### src/rtl/store_align_unit_pkg.sv
// rtl/store_align_unit_pkg.sv - shared ALU codes, enable levels, size masks and issue FSM states
package store_align_unit_pkg;

  localparam logic ENABLE  = 1'b1;
  localparam logic DISABLE = 1'b0;

  localparam logic [5:0] ALU_ADD = 6'd4;
  localparam logic [5:0] ALU_SB  = 6'd30;
  localparam logic [5:0] ALU_SH  = 6'd31;
  localparam logic [5:0] ALU_SW  = 6'd32;
  localparam logic [5:0] ALU_SD  = 6'd38;

  // Right-aligned byte masks, truncated to the lane count by the user
  localparam logic [7:0] MASK_B = 8'h01;
  localparam logic [7:0] MASK_H = 8'h03;
  localparam logic [7:0] MASK_W = 8'h0F;
  localparam logic [7:0] MASK_D = 8'hFF;

  typedef enum logic {
    ISSUE_LO = 1'b0,
    ISSUE_HI = 1'b1
  } issue_state_t;

endpackage

### src/rtl/store_align_unit_fifo.sv
// rtl/store_align_unit_fifo.sv - DEPTH-entry store FIFO with full/empty/count, async active-low reset
module store_align_unit_fifo #(
  parameter int DEPTH = 4,
  parameter int WIDTH = 8
) (
  input  logic                     clk,
  input  logic                     rst_n,
  input  logic                     push,
  input  logic [WIDTH-1:0]         push_data,
  input  logic                     pop,
  output logic [WIDTH-1:0]         head_data,
  output logic                     full,
  output logic                     empty,
  output logic [$clog2(DEPTH):0]   count
);

  localparam int AW = $clog2(DEPTH);

  logic [WIDTH-1:0] mem [DEPTH];
  logic [AW-1:0]    wr_ptr;
  logic [AW-1:0]    rd_ptr;

  always_ff @(posedge clk or negedge rst_n) begin
    if (!rst_n) begin
      wr_ptr <= '0;
      rd_ptr <= '0;
      count  <= '0;
    end else begin
      if (push) wr_ptr <= wr_ptr + 1'b1;
      if (pop)  rd_ptr <= rd_ptr + 1'b1;
      case ({push, pop})
        2'b10:   count <= count + 1'b1;
        2'b01:   count <= count - 1'b1;
        default: count <= count;
      endcase
    end
  end

  // Payload storage needs no reset: the head is only observed while count is non-zero
  always_ff @(posedge clk) begin
    if (push) mem[wr_ptr] <= push_data;
  end

  assign head_data = mem[rd_ptr];
  assign full      = (count == (AW+1)'(DEPTH));
  assign empty     = (count == '0);

endmodule

### src/rtl/store_align_unit.sv
// rtl/store_align_unit.sv - buffered store byte-mask/lane aligner; STORE_MISALIGN_SPLIT_EN splits crossing stores
module store_align_unit
  import store_align_unit_pkg::*;
#(
  parameter int DATA_W = 32,
  parameter int ADDR_W = 32,
  parameter int DEPTH  = 4
) (
  input  logic                      clk,
  input  logic                      rst_n,
  input  logic                      req_valid,
  output logic                      req_ready,
  input  logic                      req_is_store,
  input  logic [5:0]                req_alucode,
  input  logic [ADDR_W-1:0]         req_addr,
  input  logic [DATA_W-1:0]         req_wdata,
  output logic                      mem_valid,
  input  logic                      mem_ready,
  output logic [ADDR_W-1:0]         mem_addr,
  output logic [DATA_W/8-1:0]       mem_we,
  output logic [DATA_W-1:0]         mem_wdata,
  output logic                      misalign_err,
  output logic                      busy,
  output logic [$clog2(DEPTH):0]    count
);

  localparam int BYTES = DATA_W / 8;
  localparam int OFF_W = $clog2(BYTES);
  localparam int ENT_W = ADDR_W + BYTES + DATA_W;

  logic [BYTES-1:0]    in_mask;
  logic                in_store;
  logic                accept;
  logic                push;
  logic                pop;
  logic                fifo_full;
  logic                fifo_empty;
  logic [ENT_W-1:0]    head_data;
  logic [ADDR_W-1:0]   head_addr;
  logic [BYTES-1:0]    head_mask;
  logic [DATA_W-1:0]   head_wdata;
  logic [OFF_W-1:0]    head_off;
  logic [ADDR_W-1:0]   base_addr;
  logic [2*BYTES-1:0]  head_span;
  logic [2*DATA_W-1:0] head_dspan;
  logic                sel_hi;
  logic                issue_valid;

  always_comb begin
    in_mask  = '0;
    in_store = 1'b0;
    if (req_is_store == ENABLE) begin
      case (req_alucode)
        ALU_SB: begin in_mask = MASK_B[BYTES-1:0]; in_store = 1'b1; end
        ALU_SH: begin in_mask = MASK_H[BYTES-1:0]; in_store = 1'b1; end
        ALU_SW: begin in_mask = MASK_W[BYTES-1:0]; in_store = 1'b1; end
        ALU_SD: begin
          if (DATA_W == 64) begin
            in_mask  = MASK_D[BYTES-1:0];
            in_store = 1'b1;
          end
        end
        default: ;
      endcase
    end
  end

  assign req_ready = rst_n && !fifo_full;
  assign accept    = req_valid && req_ready;

`ifdef STORE_MISALIGN_SPLIT_EN
  assign push         = accept && in_store;
  assign misalign_err = 1'b0;
`else
  logic [2*BYTES-1:0] in_span;
  logic               in_cross;

  assign in_span      = {{BYTES{1'b0}}, in_mask} << req_addr[OFF_W-1:0];
  assign in_cross     = (in_span >> BYTES) != '0;
  // Crossing stores are consumed without being queued
  assign push         = accept && in_store && !in_cross;
  assign misalign_err = accept && in_store && in_cross;
`endif

  store_align_unit_fifo #(
    .DEPTH (DEPTH),
    .WIDTH (ENT_W)
  ) u_fifo (
    .clk       (clk),
    .rst_n     (rst_n),
    .push      (push),
    .push_data ({req_addr, in_mask, req_wdata}),
    .pop       (pop),
    .head_data (head_data),
    .full      (fifo_full),
    .empty     (fifo_empty),
    .count     (count)
  );

  assign {head_addr, head_mask, head_wdata} = head_data;
  assign head_off   = head_addr[OFF_W-1:0];
  assign base_addr  = {head_addr[ADDR_W-1:OFF_W], {OFF_W{1'b0}}};
  assign head_span  = {{BYTES{1'b0}}, head_mask} << head_off;
  assign head_dspan = {{DATA_W{1'b0}}, head_wdata} << {head_off, 3'b000};

`ifdef STORE_MISALIGN_SPLIT_EN
  issue_state_t state, state_nxt;
  logic         head_cross;

  assign head_cross = (head_span >> BYTES) != '0;

  always_ff @(posedge clk or negedge rst_n) begin
    if (!rst_n) state <= ISSUE_LO;
    else        state <= state_nxt;
  end

  always_comb begin
    state_nxt   = state;
    pop         = 1'b0;
    sel_hi      = (state == ISSUE_HI);
    issue_valid = !fifo_empty || sel_hi;
    case (state)
      ISSUE_LO: begin
        if (!fifo_empty && mem_ready) begin
          if (head_cross) state_nxt = ISSUE_HI;
          else            pop       = 1'b1;
        end
      end
      ISSUE_HI: begin
        if (mem_ready) begin
          pop       = 1'b1;
          state_nxt = ISSUE_LO;
        end
      end
      default: state_nxt = ISSUE_LO;
    endcase
  end
`else
  always_comb begin
    sel_hi      = 1'b0;
    issue_valid = !fifo_empty;
    pop         = issue_valid && mem_ready;
  end
`endif

  // Beat fields are gated so the port idles at zero whenever no beat is offered
  always_comb begin
    mem_valid = issue_valid;
    mem_addr  = '0;
    mem_we    = '0;
    mem_wdata = '0;
    if (issue_valid) begin
      if (sel_hi) begin
        mem_addr  = base_addr + ADDR_W'(BYTES);
        mem_we    = head_span[2*BYTES-1:BYTES];
        mem_wdata = head_dspan[2*DATA_W-1:DATA_W];
      end else begin
        mem_addr  = base_addr;
        mem_we    = head_span[BYTES-1:0];
        mem_wdata = head_dspan[DATA_W-1:0];
      end
    end
  end

  assign busy = !fifo_empty || sel_hi;

endmodule

### config.mk
export PLATFORM = sky130hd
export DESIGN_NAME = store_align_unit
export DESIGN_NICKNAME = d
export VERILOG_FILES = /design/src/rtl/store_align_unit_pkg.sv /design/src/rtl/store_align_unit_fifo.sv /design/src/rtl/store_align_unit.sv
export SDC_FILE = /design/constraint.sdc
export NUM_CORES = 1
export LEC_CHECK = 0
export ABC_AREA = 1
export CAP_MARGIN = 20
export CORE_ASPECT_RATIO = 0.8
export CORE_UTILIZATION = 35
export CTS_CLUSTER_DIAMETER = 60
export CTS_CLUSTER_SIZE = 24
export DETAILED_ROUTE_END_ITERATION = 7
export PLACE_DENSITY_LB_ADDON = 0.05
export SYNTH_ARGS = -nofsm -noshare
export SYNTH_HDL_FRONTEND = slang
export SYNTH_SLANG_ARGS = --single-unit
### constraint.sdc
create_clock -name clk -period 9.15 [get_ports clk]
set_input_delay 1.83 -clock clk [delete_from_list [all_inputs] [get_ports clk]]
set_output_delay 1.83 -clock clk [all_outputs]
set_load 0.01 [all_outputs]
After elaboration in Yosys (flattened, before gate mapping). Memories as Yosys holds them, arrays and structs flattened. Index checks and enable logic that the tools add are counted.

Multiplexer cells: 10. Equality and inequality tests: 6. Reduce and logical (&&, ||, !) cells: 13. Shifts and indexed selects: 3. $add $sub $neg: 4.

Operators with widths (count): two-way mux 32 bit (2); << shifter 32 x 5 -> 32 bit (1); == test 6 x 5 -> 1 bit, second input constant (2); one-hot mux 4 bit (3 select lines) (1); two-way mux 4 bit (2); nonzero test 8 bit (1); << shifter 4 x 2 -> 8 bit (1); == test 6 bit, second input constant (1); logical AND 1 bit (6); one-hot mux 3 bit (2 select lines) (1); adder 2 x 1 -> 2 bit, second input constant (2); two-way mux 1 bit (4); << shifter 4 x 2 -> 4 bit (1); adder 3 x 1 -> 3 bit, second input constant (1); == test 3 bit, second input constant (1); logical NOT 1 bit (3); logical NOT 3 bit (1); OR reduction 3 bit (1); subtractor 3 x 1 -> 3 bit, second input constant (1); == test 2 x 1 -> 1 bit, second input constant (1); == test 2 bit, second input constant (1); nonzero test 2 bit (1).

Memories: 1. Flip-flop bits (word level): 7. Logic and storage cells: 40. Input port bits: 75. RAM bits: 272.

Memory list: u_fifo.mem (depth 4, bits a word 68, read ports 1, clocked after memory_dff 0, wr ports 1, line store_align_unit_fifo.sv:19) `logic [WIDTH-1:0] mem [DEPTH];`.

Longest topological paths before layout. Gate-level depths: netlist (run 1).

Depth after elaboration: 9. Mapped depth: 14. Gate-level depth less buffers: 14.

Hierarchy. Synthesis (run 1) repeated with hierarchy kept, for this count alone.

Cells, all modules: 1067. Area, all modules: 12208.0 µm².

Modules (own cells, without submodules): store_align_unit_fifo (cells an instance 842, area an instance 11124.4 µm², times used 1); store_align_unit (cells an instance 225, area an instance 1083.5 µm², times used 1).

Worst setup path after synthesis (run 1). No wires, ideal clock.

Kind: input to register. Start: input port req_alucode[3]. End: memory u_fifo.mem[0][0] in the netlist's numbering, enable pin. Arrival time: 5407 ps. Setup time: 493 ps. Setup slack: 3250 ps. Cell stages on the path: 7. Required time: 8657 ps. Path through: nor3_1 > nand2_1 > nand3_1 > nand2_1 > inv_1 > nand2_1 > nor2_1.

Word-level cells in the longest chain between the ends: 9.

RTL lines: start: declaration (line store_align_unit.sv:14) `input logic [5:0] req_alucode,`; == test 6 bit or == test 6 x 5 -> 1 bit (tied branches) (line store_align_unit.sv:53) `case (req_alucode)`; one-hot mux 4 bit (3 select lines) (*) (line store_align_unit.sv:53); two-way mux 4 bit (*) (line store_align_unit.sv:52) `if (req_is_store == ENABLE) begin`; named net in_mask[0] (line store_align_unit.sv:31) `logic [BYTES-1:0] in_mask;`; << shifter 4 x 2 -> 8 bit (*) (line store_align_unit.sv:78) `assign in_span = {{BYTES{1'b0}}, in_mask} << req_addr[OFF_W-1:0];`; nonzero test 8 bit (*) (line store_align_unit.sv:79) `assign in_cross = (in_span >> BYTES) != '0;`; logical NOT 1 bit (*) (line store_align_unit.sv:81) `assign push = accept && in_store && !in_cross;`; logical AND 1 bit (*) (line store_align_unit.sv:81); two-way mux 1 bit (*) (line store_align_unit_fifo.sv:41) `if (push) mem[wr_ptr] <= push_data;`; two-way mux 1 bit (implied by the code) (*) (line store_align_unit_fifo.sv:41); end: declaration (line store_align_unit_fifo.sv:19).

Mark *: on every way through the listed nets, which the timed path passes. The rest lies on a longest branch.

Worst setup path after layout (run 1).
Start: register u_fifo.rd_ptr[0]. End: output port mem_wdata[24].

Word-level cells in the longest chain between the ends: 3.

RTL lines: start: declaration (line store_align_unit_fifo.sv:21) `logic [AW-1:0] rd_ptr;`; start signal: assignment (line store_align_unit_fifo.sv:30) `if (pop) rd_ptr <= rd_ptr + 1'b1;`; memory read (4 x 68 bit); << shifter 32 x 5 -> 32 bit (line store_align_unit.sv:104) `assign head_dspan = {{DATA_W{1'b0}}, head_wdata} << {head_off, 3'b000};`; two-way mux 32 bit (line store_align_unit.sv:152) `if (issue_valid) begin`; end: declaration (line store_align_unit.sv:21) `output logic [DATA_W-1:0] mem_wdata,`.

No other way between the ends.

==> results_dict.tcl, run 1 <==
set metrics [dict create \
    drive_above_1_share_pct 7.03 \
    synth_cells 1008 \
    numPortBuffers 147 \
    power_density_mw_per_mm2 327 \
    cpMostUsedCell "nand2_1" \
    use_met1_pct 25.6 \
    yosysWarnings 0 \
    synth-async-reset-ratio_pct 2.55 \
    maxCapViolations 0 \
    root_buffer "clkbuf_16" \
    worstMarginPinSlew_ns 1.03 \
    critPathCapture "mem_wdata[24]" \
    ys_types 31 \
    grt_pass1_wl_um 44700 \
    wirelength_um 29600 \
    die_x_um 206 \
    wl_per_cell_um 18.7 \
    pre_cts_ws_ns 3.63 \
    rr_startpoint "u_fifo.count[0]" \
    drc 0 \
    stdcell_count 1581 \
    dp_hpwl_um 17400 \
    fin_skew_ns 0.0148 \
    holdCritPathClass "reg2reg" \
    status "complete, no violations" \
    cts_tree "built" \
    crit_fanout 93 \
    ctsResizeCount 0 \
    die-area_mm2 0.0340 \
    setup_viol 0 \
    cts.path.max_buffers 3 \
    gr-total-overflow 0 \
    ctsHoldBuffers 0 \
    path_cells "inv_4 -> buf_4 -> nand2_1 -> nand3_1 -> nand2_1 -> nand2_1 -> o21ai_1 -> o21ai_1 -> clkdlybuf4s50_1" \
    grt_pass1_vias 7460 \
    drtAntennaViolNets 0 \
    die_y_um 165 \
    syn_avg_cell_area_um2 11.5 \
    min_period_over_period_pct 65.5 \
    power.leakage_nw 5.03 \
    slowest_stage "buf_4" \
    vdd_ir_drop_max_mv 0.148 \
    syn2layout_area_growth_pct 22.3 \
    regToRegSetupSlack_ns 5.85 \
    antenna_found_initial 3 \
    htreeDepth 1 \
    insertion_delay_ns 0.53 \
    critPathLaunchType "flip-flop" \
    mostFrequentLayoutCells "268 x edfxtp_1, 212 x nor2_1, 188 x nand2_1" \
    required_ns 7.32 \
    hold_viol_final 0 \
    grt_use_total_pct 17.5 \
    top_usage_layer "met2" \
    reg2regPathDepth 9 \
    vias_per_cell 4.78 \
    slew_violations 0 \
    rows 59 \
    cp-startpoint "u_fifo.rd_ptr[0]" \
    relSlewSlack_pct 31.4 \
    path_class "reg2out" \
    cp_num_buf_inv 3 \
    vias 7551 \
    ys_seq_elements 275 \
    crit_cells 9 \
    critical_path.top_delay_family "buffers and inverters" \
    min_period_ns 6.00 \
    io-pin-count 150 \
    fin_tns_setup_ns 0 \
    postCtsSetupRepairBufs 0 \
    gp_congestion 0.751 \
    drt_pass1_iterations 5 \
    r2r_end "u_fifo.mem[3][44]" \
    rsz0062_at_grt "false" \
    setup_slack_ns 3.15 \
    layout_commonest_cell "edfxtp_1" \
    max_stage_delay_ns 0.85 \
    fmax_mhz 167 \
    grt_use_met3_pct 3.16 \
    clkTransAtPathRegs_ns 0.07 \
    cts_buffers 25 \
    synth_ff_type "edfxtp_1" \
    met2_usage_pct 27.1 \
    fp.coreArea_mm2 0.0326 \
    dp.cells 1534 \
    clock-sinks 275 \
    drt_iter0_markers 372 \
    synth_area_mm2 0.0116 \
    grt_max_degree 94 \
    synth_edf_count 268 \
    ys_seq_area_share_pct 70.7 \
    critPathCaptureType "output pin" \
    nets 1215 \
    initial_utilization_pct 35.6 \
    total_power_mw 4.65 \
    crit_arrival_ns 4.17 \
]
[where the power goes]
part	switching, mW	total [mW]	internal (mW)
clock network	0.518	1.10	0.586
logic	1.20	2.06	0.856
registers	0.0930	1.49	1.40
total	1.81	4.65	2.84
[per-stage QoR]
| stage | hold WS, ns | util, % | area (um2) |
|---|---|---|---|
| floorplan | 0.492 | - | 11600 |
| global placement | 0.502 | 40.9 | 13400 |
| detailed placement | 0.506 | 40.9 | 13400 |
| CTS | 0.523 | 43.6 | 14200 |
| global route | 0.535 | 43.6 | 14200 |
| finish | 0.520 | 43.6 | 14200 |
[sequential cells by signal, summed over array words and instances, names as in the netlist]
name,cells
u_fifo.rd_ptr,2
u_fifo.wr_ptr,2
u_fifo.mem,268
u_fifo.count,3
[final cells by class]
type,instances,area [um2]
diodes,2,5.00
clock buffers,26,629
clock inverters,19,236
fillers,3096,18400
inverters,38,148
multi-input cells,638,2910
flip-flops and latches,275,8230
well taps,427,534
repair buffers,156,1540
[layer usage]
metal	wire (um)	share of wire, %
met3	1220	4.1
met4	558	1.9
met1	14800	50
met2	13000	44
met5	12	0.041
[logic make-up after synthesis]
group                      Yosys count  synth area share, %
other                                1               0.0322
buffers and inverters               96                 4.66
and+or+nand+nor                    464                 15.8
xor gates and xnor gates             4                0.301
DFF                                275                 70.7
AOI/OAI and AO/OA                  162                 7.77
adders and majority gates            6                0.710
[cell usage after synthesis, types with 7 or more instances]
library cell,n,area (um2)
nand3_1,52,260
nand2_1,188,706
buf_2,16,80.1
o211ai_2,7,87.6
a21oi_1,31,155
inv_1,34,128
edfxtp_1,268,8050
o21ai_0,97,485
clkbuf_1,14,52.6
o211ai_1,8,60.1
buf_6,9,101
nor2_1,217,815
buf_4,15,113
o21ai_1,13,65.1
dfrtp_1,7,175
[worst min path at each step]
| stage | start | end | slack (ns) | depth (start not counted) |
|---|---|---|---|---|
| 6_report | u_fifo.count[0] | u_fifo.count[0] | 0.52 | 1 |
| 2_1_floorplan | u_fifo.wr_ptr[1] | u_fifo.wr_ptr[1] | 0.49 | 2 |
| 4_1_cts | u_fifo.count[0] | u_fifo.count[0] | 0.52 | 1 |
| 3_3_place_gp | u_fifo.count[1] | u_fifo.count[1] | 0.50 | 2 |
| 3_5_place_dp | u_fifo.count[1] | u_fifo.count[1] | 0.51 | 2 |
| 5_1_grt | u_fifo.count[0] | u_fifo.count[0] | 0.54 | 1 |
Note: power is estimated with default switching activity, not from simulation.
==> inputs of run 2 (changes only) <==
==> constraint.sdc (replaced) <==
create_clock -name clk -period 6.3 [get_ports clk]
set_input_delay 1.26 -clock clk [delete_from_list [all_inputs] [get_ports clk]]
set_output_delay 1.26 -clock clk [all_outputs]
set_load 0.01 [all_outputs]
==> run 2 against run 1 <==
Net effect: global-route usage fell by 0.14 points; die area did not move; utilization fell by 0.15 points; clock power rose by 32%; cell count fell by 0.44%; largest cell class unchanged; largest power group unchanged.
==> results_dict.tcl, run 2 (synthesized netlist as in run 1, its figures left out) <==
set metrics [dict create \
    cts.path.max_buffers 3 \
    regMostFlops "u_fifo.mem" \
    gp_congestion 0.762 \
    root_buffer "clkbuf_16" \
    rsz0062_at_grt "false" \
    required_ns 5.04 \
    path_class "reg2out" \
    wirelength_um 29400 \
    postCtsSetupRepairBufs 0 \
    cts_buffers 21 \
    pre_cts_ws_ns 1.78 \
    grt_pass1_vias 7069 \
    use_met1_pct 26.3 \
    ctsResizeCount 0 \
    drc 0 \
    antenna_found_initial 1 \
    vias 7449 \
    gr-total-overflow 0 \
    layout_commonest_cell "edfxtp_1" \
    largestRegisters "u_fifo.mem: 268 flops, u_fifo.count: 3 flops" \
    hold-worst-slack_ns 0.503 \
    grt_use_total_pct 17.4 \
    drt_pass1_iterations 5 \
    wl_per_cell_um 18.7 \
    worstMarginPinSlew_ns 0.808 \
    grt_pass1_wl_um 44100 \
    drive_above_1_share_pct 6.54 \
    min_period_over_period_pct 79.2 \
    stdcell_count 1574 \
    clock-sinks 275 \
    crit_fanout 39 \
    power_density_mw_per_mm2 468 \
    die-area_mm2 0.0340 \
    insertion_delay_ns 0.52 \
    mostFrequentLayoutCells "268 x edfxtp_1, 212 x nor2_1, 188 x nand2_1" \
    fin_area_mm2 0.0142 \
    dp.cells 1536 \
    htreeDepth 1 \
    nets 1213 \
    rows 59 \
    largest_reg_flops 268 \
    hold_viol_final 0 \
    setup_slack_ns 1.31 \
    total_power_mw 6.63 \
    holdCritPathClass "reg2reg" \
    maxCapViolations 0 \
    grt_use_met3_pct 2.70 \
    numPortBuffers 147 \
    syn2layout_area_growth_pct 21.9 \
    slew_violations 0 \
    die_x_um 206 \
    initial_utilization_pct 35.6 \
    drtAntennaViolNets 0 \
    vias_per_cell 4.73 \
    clkTransAtPathRegs_ns 0.08 \
    place_area_mm2 0.0134 \
    top_usage_layer "met2" \
    dp_hpwl_um 17600 \
    status "complete, no violations" \
    fin_skew_ns 0.0158 \
    grt_max_degree 76 \
    fin_tns_setup_ns 0 \
    die_y_um 165 \
    setup_viol 0 \
    critPathLaunchType "flip-flop" \
    vdd_ir_drop_max_mv 0.206 \
    drt_iter0_markers 443 \
    cts_tree "built" \
    fp.coreArea_mm2 0.0326 \
    ctsHoldBuffers 0 \
    relSlewSlack_pct 46.0 \
    critPathCaptureType "output pin" \
    crit_arrival_ns 3.73 \
    min_period_ns 4.99 \
    met2_usage_pct 26.4 \
    fin_util_pct 43.5 \
    power.leakage_nw 4.99 \
    io-pin-count 150 \
    fmax_mhz 200 \
]
-- run 2: changes by cell type in the layout (fill, tap and decap cells not counted), sizes merged --
| cell | before | now |
|---|---|---|
| inv | 46 | 43 |
| clkinv | 8 | 7 |
| diode | 2 | 1 |
| clkbuf | 26 | 22 |
| buf | 9 | 11 |
-- run 2: where the power goes --
| group | switching (mW) | internal [mW] | total, mW | leakage (nW) |
|---|---|---|---|---|
| combinational | 1.79 | 1.25 | 3.04 | 2.13 |
| sequential | 0.110 | 2.03 | 2.14 | 2.50 |
| clock | 0.716 | 0.736 | 1.45 | 0.357 |
-- run 2: final cells by class --
type,instances,area (um2)
diodes,1,2.50
clock buffers,22,529
clock inverters,15,214
fillers,3094,18400
inverters,38,148
multi-input cells,638,2910
flip-flops and latches,275,8230
well taps,427,534
repair buffers,158,1620
-- run 2: critical path: stages (launching register included) --
cell and delay [ns]:
dfrtp_4 0.80, inv_2 0.28, nand2_1 0.13, nand2_1 0.36, nor2_1 0.70, nand3_1 0.21, o21ai_1 0.15, clkdlybuf4s50_1 0.56
-- run 2: worst paths after layout --
kind                       depth (start not counted)           endpoint             start  slack, ns
min                                                1    u_fifo.count[0]   u_fifo.count[0]       0.50
max                                                7      mem_wdata[31]  u_fifo.rd_ptr[1]       1.31
min reg2reg                                        1    u_fifo.count[0]   u_fifo.count[0]       0.50
max in group asynchronous                          1   u_fifo.rd_ptr[0]             rst_n       4.96
max reg2reg                                        9  u_fifo.mem[3][18]   u_fifo.count[0]       3.50
min in group asynchronous                          1    u_fifo.count[1]             rst_n       1.02
-- run 2: metal layers --
layer / wire length [um] / up-vias / share of wire [%]
li1: - / 3718 / -
met1: 14600 / 3555 / 50
met2: 13000 / 147 / 44
met3: 1370 / 29 / 4.7
met4: 481 / 0 / 1.6
met5: 0 / - / 0
==> variant (flow settings as in run 2) <==
Build with the macro `STORE_MISALIGN_SPLIT_EN` defined.
--- a/src/rtl/store_align_unit.sv
+++ b/src/rtl/store_align_unit.sv
@@ -1,3 +1,5 @@
 // rtl/store_align_unit.sv - buffered store byte-mask/lane aligner; STORE_MISALIGN_SPLIT_EN splits crossing stores
+`define STORE_MISALIGN_SPLIT_EN
+
 module store_align_unit
   import store_align_unit_pkg::*;
Function: changed (a bounded check fails within 4 cycles, from zero or initial values and one cycle with rst_n low).
==> variant against run 2 <==
- worst setup slack worse by 280 ps
- via count is 25% higher
- critical endpoint is now mem_addr[29]
- area after synthesis rose by 13%
- power is 13% higher
- wire length is 23% higher
- count of clock-buffer cells in the layout up 3
- first-iteration DRC count grew 72%
- sequential cell count grew 1
- largest power group unchanged
- final area increased by 11%
==> variant: results (changes against run 2) <==
stage	metric	value	unit	change
run_status	outcome	completed		unchanged
place	port_buffers	146		was 147
place	gp_congestion	0.871		was 0.762
global_routing	grt_use_met3	2.47	%	was 2.70%
routing	first_pass_iters	5		unchanged
global_routing	grt_use_met2	28.1	%	was 26.4%
final_layout	drive_above_1_share	9.99	%	was 6.54%
pwr	irDropWorstVdd	0.000343	V	was 0.000206 V
cts	clk_pin_slew	80	ps	about the same
global_routing	grt.met1_usage	29.0	%	was 26.3%
yosys	synth_compound_area_share	9.41	%	was 7.77%
yosys	synth_common_cells	nand2_1, edfxtp_1, nor2_1, nand3_1, o21ai_0		was edfxtp_1, nor2_1, nand2_1, o21ai_0, nand3_1
cts	cts_buffers	24		was 21
sta	worst_pin_slew	939	ps	was 808 ps
global_routing	grt_pass1_vias	8642		was 7069
setup_path	critPathArrivalTime	4010	ps	was 3730 ps
cts	clockBufferDepth	3		unchanged
cts	clk_latency	540	ps	was 520 ps
yosys	ys_seq_area_share	62.9	%	was 70.7%
cts	h-tree-depth	1		unchanged
routing	vias	9299		was 7449
routing	drtIter0Drc	763		was 443
cts	cts_root_buf	clkbuf_16		unchanged
global_routing	antenna_found_initial	1		unchanged
place	dpl-instance-area	14900	sq um	was 13400 sq um
min_path	min_path_type	register to register		unchanged
yosys	synth_edf_count	268		unchanged
global_routing	grt_start_max_net_pins	83		was 76
yosys	synth_adder_area_share	0.726	%	was 0.710%
yosys	synthXorXnorAreaFrac	0.200	%	was 0.301%
sta	skew	24.4	ps	was 15.8 ps
yosys	synth_mux_area_share	0.611	%	was 0%
setup_path	crit_path_max_fanout	64		was 39
routing	wire_per_inst	19.2	microns	was 18.7 microns
global_routing	grt_pass1_wl	54.1	mm	was 44.1 mm
pwr	p_leak	5.64	nW	was 4.99 nW
yosys	yosysWarnings	0		unchanged
final_layout	nets	1457		was 1213
global_routing	grtUsageTotal	18.9	%	was 17.4%
yosys	async_flop_share	2.90	%	was 2.55%
cts	cts_setup_buffers	0		unchanged
place	dpl.hpwl	24.2	mm	was 17.6 mm
final_layout	top_regs	u_fifo.mem x268, u_fifo.count x3		unchanged
cts	ctsResizeCount	0		unchanged
yosys	yosysUniqueCellTypes	44		was 31
yosys	synth_area_leaders	edfxtp_1, nand2_1, nor2_1		was edfxtp_1, nor2_1, nand2_1
flow_run	maxCapViolCount	0		unchanged
[variant: final timing paths]
kind / end / from / depth (start not counted) / slack [ps]
worst max-delay path: mem_addr[29] / u_fifo.rd_ptr[1]$_DFFE_PN0P_ / 11 / 1030
worst min-delay path: u_fifo.count[0]$_DFFE_PN0P_ / u_fifo.count[0]$_DFFE_PN0P_ / 1 / 560
worst max register to register: u_fifo.count[2]$_DFFE_PN0P_ / u_fifo.rd_ptr[1]$_DFFE_PN0P_ / 14 / 2360
worst min register to register: u_fifo.count[0]$_DFFE_PN0P_ / u_fifo.count[0]$_DFFE_PN0P_ / 1 / 560
max in group asynchronous: u_fifo.rd_ptr[0]$_DFFE_PN0P_ / rst_n / 1 / 4920
min in group asynchronous: u_fifo.count[2]$_DFFE_PN0P_ / rst_n / 1 / 1020
[variant: cells by family after synthesis]
kind of cell | after synthesis
AND/OR/NAND/NOR | 608
multiplexers | 8
adder cells (fa/ha/maj) | 7
other | 1
XOR/XNOR | 3
flip-flops | 276
AO/OA/AOI/OAI | 220
buffers and inverters | 131
[variant: stage by stage]
stage                     power [mW]  instances  hold slack (ps)  worst slack [ps]
after detailed placement        6.03       1836              531              1470
after global placement          6.03       1836              536              1550
after global routing            8.00       1880              575               709
after floorplan                 4.55       1256              545               765
after CTS                       7.57       1879              551               925
final                           7.48       1880              557              1030
[variant: layout make-up]
class | instances | area [sq um]
Antenna cell | 1 | 2.50
Inverter | 61 | 234
Timing Repair Buffer | 163 | 1610
Multi-Input combinational cell | 849 | 4160
Clock inverter | 18 | 198
Fill cell | 3512 | 21300
Clock buffer | 25 | 626
Sequential cell | 276 | 8250
Tap cell | 487 | 609
[variant: worst max-delay path, cell delays in order (launching register included)]
cell and delay (ps):
dfrtp_2 640, inv_4 670, buf_4 400, nand2_1 90, nand2_1 120, nand2_1 100
nor2_1 130, nand3_1 110, nor2_1 310, a21oi_1 120, nor2_1 150, clkdlybuf4s50_1 560
[variant: per-layer routing]
layer | part of all wire, % | routed length (microns)
met3 | 3.8 | 1370
met2 | 44 | 15900
met5 | 0 | 0
met1 | 50 | 18000
met4 | 2.2 | 811
[variant: where the power goes]
part / leakage [nW] / switching [mW] / total [mW] / internal, mW
Clock: 0.406 / 0.727 / 1.53 / 0.801
Sequential: 2.51 / 0.0647 / 2.10 / 2.04
Combinational: 2.72 / 2.40 / 3.85 / 1.45
